**src/rtl/prbs23_chk_ctrl_if.sv**
```systemverilog
// Receive-word and PRBS-generator handshake between the stream source, generator and checker.
// The source drives rx_*/prbs_m (master); the checker drives the generator strobes (slave).
interface prbs23_chk_ctrl_if #(
    parameter int N = 23
);
    logic         rx_valid;
    logic [N-1:0] rx_data;
    logic [N-1:0] prbs_m;
    logic         prbs_load;
    logic         prbs_enable;
    logic [N-1:0] prbs_seed;

    modport master (
        output rx_valid, rx_data, prbs_m,
        input  prbs_load, prbs_enable, prbs_seed
    );

    modport slave (
        input  rx_valid, rx_data, prbs_m,
        output prbs_load, prbs_enable, prbs_seed
    );
endinterface

```
**src/rtl/prbs23_chk_ctrl.sv**
```systemverilog
// PRBS23 checker control: seeds/advances an external generator, locks, counts word and bit errors (bit errors only with PRBS23_CHK_CTRL_BITERR_EN).
// Generator strobes are combinational in the same cycle as rx_valid; no backpressure, every valid word is consumed.
module prbs23_chk_ctrl #(
    parameter int N        = 23,
    parameter int LOCK_CNT = 8,
    parameter int LOSS_CNT = 4,
    parameter int CNT_W    = 32
) (
    input  logic              clk,
    input  logic              rst_n,
    input  logic              start,
    input  logic              stop,
    prbs23_chk_ctrl_if.slave  bus,
    output logic              locked,
    output logic              busy,
    output logic [2:0]        state,
    output logic [CNT_W-1:0]  word_cnt,
    output logic [CNT_W-1:0]  err_cnt,
    output logic [CNT_W-1:0]  biterr_cnt
);

    typedef enum logic [2:0] {
        ST_IDLE  = 3'd0,
        ST_SEED  = 3'd1,
        ST_ADV   = 3'd2,
        ST_LOCK  = 3'd3,
        ST_CHECK = 3'd4
    } st_t;

    localparam logic [7:0] MATCH_LAST = 8'(LOCK_CNT - 1);
    localparam logic [7:0] LOSS_LAST  = 8'(LOSS_CNT - 1);

    st_t        st_q, st_nxt;
    logic [7:0] match_q, loss_q;
    logic       mism, load, adv, chk_vld, clr_stats;

    assign mism            = bus.rx_data != bus.prbs_m;
    assign bus.prbs_seed   = bus.rx_data;
    assign bus.prbs_load   = load;
    assign bus.prbs_enable = adv;
    assign state           = st_q;
    assign busy            = st_q != ST_IDLE;
    assign clr_stats       = (st_q == ST_IDLE) && start && !stop;

    // stop overrides everything, including a same-cycle compare
    always_comb begin
        st_nxt  = st_q;
        load    = 1'b0;
        adv     = 1'b0;
        chk_vld = 1'b0;
        if (stop) begin
            st_nxt = ST_IDLE;
        end else begin
            unique case (st_q)
                ST_IDLE: if (start) st_nxt = ST_SEED;
                ST_SEED: begin
                    if (bus.rx_valid && (bus.rx_data != '0)) begin
                        load   = 1'b1;
                        st_nxt = ST_ADV;
                    end
                end
                ST_ADV: begin
                    adv    = 1'b1;
                    st_nxt = ST_LOCK;
                end
                ST_LOCK: begin
                    if (bus.rx_valid) begin
                        adv = 1'b1;
                        if (mism)                        st_nxt = ST_SEED;
                        else if (match_q == MATCH_LAST)  st_nxt = ST_CHECK;
                    end
                end
                ST_CHECK: begin
                    if (bus.rx_valid) begin
                        adv     = 1'b1;
                        chk_vld = 1'b1;
                        if (mism && (loss_q == LOSS_LAST)) st_nxt = ST_SEED;
                    end
                end
                default: st_nxt = ST_IDLE;
            endcase
        end
    end

    always_ff @(posedge clk or negedge rst_n) begin
        if (!rst_n) begin
            st_q    <= ST_IDLE;
            match_q <= '0;
            loss_q  <= '0;
            locked  <= 1'b0;
        end else begin
            st_q   <= st_nxt;
            locked <= st_nxt == ST_CHECK;
            if (st_nxt != ST_LOCK)
                match_q <= '0;
            else if (st_q == ST_LOCK && adv)
                match_q <= match_q + 8'd1;
            if (st_nxt != ST_CHECK)
                loss_q <= '0;
            else if (chk_vld)
                loss_q <= mism ? loss_q + 8'd1 : 8'd0;
        end
    end

    always_ff @(posedge clk or negedge rst_n) begin
        if (!rst_n) begin
            word_cnt <= '0;
            err_cnt  <= '0;
        end else if (clr_stats) begin
            word_cnt <= '0;
            err_cnt  <= '0;
        end else if (chk_vld) begin
            if (word_cnt != '1)         word_cnt <= word_cnt + CNT_W'(1);
            if (mism && err_cnt != '1)  err_cnt  <= err_cnt + CNT_W'(1);
        end
    end

`ifdef PRBS23_CHK_CTRL_BITERR_EN
    localparam int PW = $clog2(N + 1);

    logic [N-1:0]    diff;
    logic [PW-1:0]   pop;
    logic [CNT_W:0]  bit_sum;
    logic [CNT_W-1:0] biterr_q;

    assign diff = bus.rx_data ^ bus.prbs_m;

    always_comb begin
        pop = '0;
        for (int i = 0; i < N; i++) pop = pop + PW'(diff[i]);
    end

    // one spare carry bit detects overflow for saturation
    assign bit_sum    = {1'b0, biterr_q} + {{(CNT_W + 1 - PW){1'b0}}, pop};
    assign biterr_cnt = biterr_q;

    always_ff @(posedge clk or negedge rst_n) begin
        if (!rst_n)
            biterr_q <= '0;
        else if (clr_stats)
            biterr_q <= '0;
        else if (chk_vld)
            biterr_q <= bit_sum[CNT_W] ? '1 : bit_sum[CNT_W-1:0];
    end
`else
    assign biterr_cnt = '0;
`endif

endmodule

```
**src/flat_wrapper.sv**
```systemverilog
// flat-port wrapper written by rule: the top's interface ports become plain ports
module prbs23_chk_ctrl_flat 
#(
    parameter int N        = 23,
    parameter int LOCK_CNT = 8,
    parameter int LOSS_CNT = 4,
    parameter int CNT_W    = 32
)
  (clk, rst_n, start, stop, locked, busy, state, word_cnt, err_cnt, biterr_cnt, bus_rx_valid, bus_rx_data, bus_prbs_m, bus_prbs_load, bus_prbs_enable, bus_prbs_seed);
  prbs23_chk_ctrl_if #(.N(N)) bus_i ();
  input  logic clk;
  input  logic rst_n;
  input  logic start;
  input  logic stop;
  output logic locked;
  output logic busy;
  output logic [2:0] state;
  output logic [CNT_W-1:0] word_cnt;
  output logic [CNT_W-1:0] err_cnt;
  output logic [CNT_W-1:0] biterr_cnt;
  input wire logic [$bits(bus_i.rx_valid)-1:0] bus_rx_valid;
  input wire logic [$bits(bus_i.rx_data)-1:0] bus_rx_data;
  input wire logic [$bits(bus_i.prbs_m)-1:0] bus_prbs_m;
  output wire logic [$bits(bus_i.prbs_load)-1:0] bus_prbs_load;
  output wire logic [$bits(bus_i.prbs_enable)-1:0] bus_prbs_enable;
  output wire logic [$bits(bus_i.prbs_seed)-1:0] bus_prbs_seed;
  assign bus_i.rx_valid = bus_rx_valid;
  assign bus_i.rx_data = bus_rx_data;
  assign bus_i.prbs_m = bus_prbs_m;
  assign bus_prbs_load = bus_i.prbs_load;
  assign bus_prbs_enable = bus_i.prbs_enable;
  assign bus_prbs_seed = bus_i.prbs_seed;
  prbs23_chk_ctrl #(.N(N), .LOCK_CNT(LOCK_CNT), .LOSS_CNT(LOSS_CNT), .CNT_W(CNT_W)) u_core (.clk(clk), .rst_n(rst_n), .start(start), .stop(stop), .bus(bus_i), .locked(locked), .busy(busy), .state(state), .word_cnt(word_cnt), .err_cnt(err_cnt), .biterr_cnt(biterr_cnt));
endmodule
```
**config.mk**
```make
export PLATFORM = sky130hd
export DESIGN_NAME = prbs23_chk_ctrl_flat
export DESIGN_NICKNAME = d
export VERILOG_FILES = /design/src/rtl/prbs23_chk_ctrl_if.sv /design/src/rtl/prbs23_chk_ctrl.sv /design/src/flat_wrapper.sv
export SDC_FILE = /design/constraint.sdc
export NUM_CORES = 1
export LEC_CHECK = 0
export CAP_MARGIN = 20
export CORE_MARGIN = 1
export CORE_UTILIZATION = 28
export CTS_CLUSTER_SIZE = 10
export DETAILED_ROUTE_END_ITERATION = 7
export PLACE_DENSITY = 0.66
export SYNTH_ARGS = -nofsm -noshare
export SYNTH_HDL_FRONTEND = slang
export SYNTH_SLANG_ARGS = --single-unit
```
**constraint.sdc**
```tcl
create_clock -name clk -period 2.1 [get_ports clk]
set_clock_uncertainty 0.05 [all_clocks]
set_input_delay 0.315 -clock clk [delete_from_list [all_inputs] [get_ports clk]]
set_output_delay 0.315 -clock clk [all_outputs]
set_load 0.01 [all_outputs]
```
**Word level (Yosys, flattened, before mapping)**

Cells that the tools add are included.

- Register bits: 84
- Bits in latches: 0
- Memory bits (writable): 0
- ROM bits: 0
- Output and inout bits: 126
- Logic and storage cells: 68
- Memories kept: 0

- Add/sub/neg operators: 4
- Multiply operators: 0
- Divide/modulo/power cells: 0
- Magnitude comparators: 0
- Eq/ne operators: 12
- Shift-type cells: 0
- Muxes and demuxes: 28
- Bitwise operators: 0
- Reduce and logical (&&, ||, !) cells: 18

Operators with widths:

| kind | number |
|---|---|
| $mux W32 | 6 |
| $add A32 B1 Y32 const B | 2 |
| $ne A32 B32 Y1 const B | 2 |
| $mux W8 | 5 |
| $mux W3 | 8 |
| $ne A23 B23 Y1 | 1 |
| $reduce_bool A23 Y1 | 1 |
| $add A8 B1 Y8 const B | 2 |
| $pmux W3 S5 | 1 |
| $reduce_bool A2 Y1 | 5 |
| $eq A8 B2 Y1 const B | 1 |
| $eq A8 B3 Y1 const B | 1 |
| $mux W1 | 7 |
| $eq A3 B2 Y1 const B | 2 |
| $eq A3 B3 Y1 const B | 2 |
| $logic_and A1 B1 Y1 | 6 |
| $reduce_and A2 Y1 | 2 |
| $eq A3 B1 Y1 const B | 1 |
| $logic_not A3 Y1 | 1 |
| $ne A3 B2 Y1 const B | 1 |
| $ne A3 B3 Y1 const B | 1 |
| $reduce_bool A3 Y1 | 1 |
| $pmux W1 S2 | 1 |
| $reduce_or A2 Y1 | 1 |
| $logic_not A1 Y1 | 1 |

**Depth between registers and ports, before layout**

- Depth after elaboration: 8
- Gate-level depth with buffers: 9
- Depth with buffers taken out: 7

**Least setup slack after synthesis**

Ideal clock, no wire load.

- Path type: register -> register
- Start: register u_core.st_q[1], in the netlist u_core.state[1]
- End: register u_core.err_cnt[3]
- Setup time: 0.078 ns
- Arrival time: 2.257 ns
- Setup slack: -0.285 ns
- Stages on the path, launching flop included: 8
- Buffers on the path: 2
- Path through: dfrtp_1 -> buf_2 -> or3b_4 -> nor3b_4 -> o21ai_2 -> clkbuf_1 -> or4_1 -> a21oi_1

- Word-level cells in the longest chain between the ends: 5
- Elaborated cells on any way between the ends: 10

Ends and longest elaborated chain:

| item | RTL line | RTL |
|---|---|---|
| from (decl) | prbs23_chk_ctrl.sv:33 | `st_t st_q, st_nxt;` |
| from (signal assigned) | prbs23_chk_ctrl.sv:92 | `st_q <= st_nxt;` |
| $eq A3 B3 Y1 / $logic_not A3 Y1 (equally long branches) | prbs23_chk_ctrl.sv:54, prbs23_chk_ctrl.sv:43 |  |
| $mux W1 / $logic_and A1 B1 Y1 (equally long branches) | prbs23_chk_ctrl.sv:54, prbs23_chk_ctrl.sv:43 |  |
| $mux W1 / $logic_and A1 B1 Y1 (equally long branches) | prbs23_chk_ctrl.sv:51, prbs23_chk_ctrl.sv:43 |  |
| $reduce_bool A2 Y1 (no line) | - |  |
| $reduce_and A2 Y1 (no line) | - |  |
| to (signal assigned) | prbs23_chk_ctrl.sv:114 | `if (mism && err_cnt != '1) err_cnt <= err_cnt + CNT_W'(1);` |
| to (decl) | prbs23_chk_ctrl.sv:18 | `output logic [CNT_W-1:0] err_cnt,` |

Several ways; a longest one is shown, not always the timed one.
A chain may end at the register's enable or synchronous reset.

**Final worst setup path**

- Start: register u_core.st_q[1], in the netlist u_core.state[1]
- End: register u_core.err_cnt[22]

Same word-level chain as after synthesis.

==> results by group <==
STA
  – Final hold vios: 0
  – Slew Viols, Final: 0
  – Final worst-path cycle share: 1.06
  – Min Tclk post-route: 2220 ps
  – Setup TNS Final: -1990 ps
  – Slew Limit Headroom: 0.639
  – Worst slew pin tran: 541 ps
  – Max Clk Rate: 451 MHz
  – Fin worst setup slack: -118 ps
  – RSZ-0062 raised after global routing: true
  – Final setup viols: 37

Layout
  – Layout area overhead: 62.7%
  – Inserted Diodes: 0
  – Final instance area: a little under 9000 um^2
  – Final nets: 895
  – Final Util: 0.469
  – Ratio of cells with drive above 1 in the final layout: 0.298

Min path
  – HP Class: in -> async

Clocking
  – Clk sinks: 84
  – CTS tree: yes
  – Clk_lat worst skew: 340 ps
  – Clock buffer depth: 2
  – CTS Buf Count: 9
  – Reg clk slew, reported paths: roughly 60 ps
  – Root Buffer: clkbuf_16
  – Htree depth: 3

Floorplan
  – DIE HEIGHT: between 100 and 150 um
  – Die Wd: 142 um
  – Die Area: between 20000 and 25000 um^2
  – # IOs: 177
  – Core ar.: 19000 um^2
  – Cell Rows: 50
  – Initial Util: 0.289

Routing
  – Via/cell ratio: about 5
  – Final wirelength: 17300 um
  – WL/cell: roughly 16 um
  – # DRC: 0
  – DR iter-0 viols: 270
  – Drt pass-1 iters: 4
  – Via count: 5544
  – Routed Antenna Nets: 0

Worst setup path
  – Crit path cell chain: or3b_4, nor3b_4, buf_6, o21ai_4, buf_12, buf_12, or4_1, a21oi_1
  – CP Class: reg -> reg
  – Worst-path fanout max: 8
  – Slowest stage delay, CP: 420 ps
  – Crit-path slowest cell: or3b_4
  – Startpoint Class: register
  – Arr. time, crit path: 2430 ps
  – CP endpoint kind: register
  – WP buf/inv: 3
  – Most used cell, CP: buf_12
  – Req. time, crit path: 2310 ps
  – Kind of cell adding the most delay to the critical path: simple AND/OR/NAND/NOR gates

Outcome
  – Failing checks: negative setup slack
  – Status: finished with violations

Yosys
  – Post-synth top flop: dfrtp_1
  – Mapped Area: 5470 um^2
  – Number of synthesized flops with an enable pin: 0
  – Mean area per synthesized cell: 8.81 um^2
  – Largest area contributor in the netlist: dfrtp_1
  – #FFs+latches synth: 84
  – Seq/Total Area, Yosys: 0.384
  – Dominant cells by area after synthesis: dfrtp_1, buf_4, xor2_1, or4_1, o31ai_1
  – FFs w/ async S/R, synth: 1.00
  – Gate Count Post-Synth: just over 600
  – Yosys top cell area share: 0.384
  – Synth Warn #: 0
  – Netlist cell types: 52

Power
  – Int Pwr: 0.00302 W
  – Leakage: approximately 3.8 nW
  – Sequential Power Share: 0.414
  – Clock share of power: 0.472
  – Combinational share of power: 0.114
  – Largest vdd supply drop: 0.000433 V
  – Power per cell area: 441 nW/um^2
  – Pwr Total: 0.00393 W
  – NetSw: ~0.00091 W
  – Switch share: 0.231

Placed design
  – Post-placement cell area: 7660 um^2
  – Place WS: -466 ps
  – Hpwl dp: 11700 um
  – Gpl congestion: 0.802
  – Port buffer count: 144

Run
  – Max Cap Viol: 0

Global route
  – Global Route Usage Sum: 0.163
  – Global-route wire length before repair: 26200 um
  – Initial antenna violation count: 0
  – GRT overflow: 0
  – Largest net degree at the start of global routing: 40
  – Vias in the first global route: 5200
[power by group through the flow]
stage | clock, W | sequential [W] | combinational [W]
global route | 0.00197 | 0.00162 | 0.000484
detailed placement | 0 | 0.00165 | 0.000438
floorplan | 0 | 0.00166 | 0.000228
global placement | 0 | 0.00165 | 0.000437
finish | 0.00185 | 0.00162 | 0.000447
CTS | 0.00190 | 0.00162 | 0.000434
[layout by cell type (no fill, tap or decap), types with 5 or more instances in the layout]
| cell type | count |
|---|---|
| or4_4 | 20 |
| or3_1 | 9 |
| o21ai_0 | 8 |
| nor4_2 | 6 |
| clkbuf_16 | 13 |
| nand3_1 | 27 |
| nor3_2 | 6 |
| nand4_1 | 32 |
| nand2_1 | 38 |
| o31ai_1 | 21 |
| dfrtp_1 | 83 |
| dlygate4sd2_1 | 10 |
| nor2_1 | 33 |
| conb_1 | 32 |
| o21ai_1 | 6 |
| a21oi_1 | 13 |
| and4_1 | 5 |
| buf_6 | 14 |
| and3_1 | 17 |
| inv_1 | 5 |
| dlymetal6s2s_1 | 25 |
| xnor2_1 | 7 |
| nor3_1 | 15 |
| buf_4 | 95 |
| nor4_1 | 7 |
| buf_12 | 6 |
| a21oi_2 | 26 |
| nand3_2 | 5 |
| or4_1 | 10 |
| clkdlybuf4s50_1 | 103 |
| xor2_1 | 42 |
| and2_1 | 7 |
| mux2i_1 | 5 |
[synth_stat cells (13+ instances only)]
cell	number
dfrtp_1	84
o21ai_0	14
o31ai_1	28
nand4_1	32
nor3_1	25
and3_1	21
nand3_1	33
nor4_1	13
xor2_1	45
nand2_1	41
or4_1	30
a21oi_1	39
buf_4	57
clkbuf_1	28
nor2_1	37
[logic make-up (layout without fill, tap and decap cells)]
logic type                 after synthesis  after routing  synth area share
other                                    1             32          0.000686
muxes                                    6              6            0.0112
buffers and inverters                   95            288             0.105
and+or+nand+nor                        280            280             0.293
xor gates and xnor gates                53             53            0.0849
AOI/OAI and AO/OA                       98             98             0.111
adders and majority gates                4              4           0.00915
DFF                                     84             84             0.384
[state kept, by name, indices dropped and copies added (netlist names)]
register and cells:
u_core.locked 1, u_core.state 3, u_core.loss_q 8, u_core.word_cnt 32, u_core.match_q 8, u_core.err_cnt 32
[per-stage QoR]
| stage | hold WS (ps) | instances |
|---|---|---|
| 3_5_place_dp | 291 | 1065 |
| 6_report | 449 | 1105 |
| 3_3_place_gp | 290 | 1065 |
| 2_1_floorplan | -30.6 | 652 |
| 5_1_grt | 484 | 1105 |
| 4_1_cts | 467 | 1091 |
[final timing paths]
kind	start	end	slack (ps)	cells after the start
worst max-delay path	u_core.state[1]$_DFF_PN0_	u_core.err_cnt[22]$_DFFE_PN0P_	-120	8
worst min-delay path	rst_n	u_core.err_cnt[7]$_DFFE_PN0P_	450	2
worst max register to register	u_core.state[1]$_DFF_PN0_	u_core.err_cnt[22]$_DFFE_PN0P_	-120	8
worst min register to register	u_core.word_cnt[8]$_DFFE_PN0P_	u_core.word_cnt[8]$_DFFE_PN0P_	510	1
max in group asynchronous	rst_n	u_core.word_cnt[10]$_DFFE_PN0P_	950	3
min in group clk	u_core.word_cnt[8]$_DFFE_PN0P_	u_core.word_cnt[8]$_DFFE_PN0P_	510	1
[cell type report]
cell class | count | area (um^2)
Multi-Input combinational cell | 473 | 3460
Inverter | 5 | 18.8
Fill cell | 1782 | 10100
Clock inverter | 4 | 97.6
Clock buffer | 12 | 246
Timing Repair Buffer | 267 | 2650
Tap cell | 260 | 325
Sequential cell | 84 | 2100
[metal layers]
layer | up-vias | GRT usage | wire length, um
met5 | - | 0 | 0
met4 | 0 | 0.0396 | 180
met3 | 14 | 0.0300 | 688
met2 | 151 | 0.281 | 8680
met1 | 2738 | 0.211 | 7710
li1 | 2641 | - | -
[timing repair]
item                       4_1_cts  5_1_grt
cloned                           4        3
setup buffers                    5       12
setup endpoints to repair       48       76
hold buffers                     1        0
pin swaps                       13       37
gates resized for setup         42      149
hold endpoints to repair        37        0
Note: power is estimated with default switching activity, not from simulation.
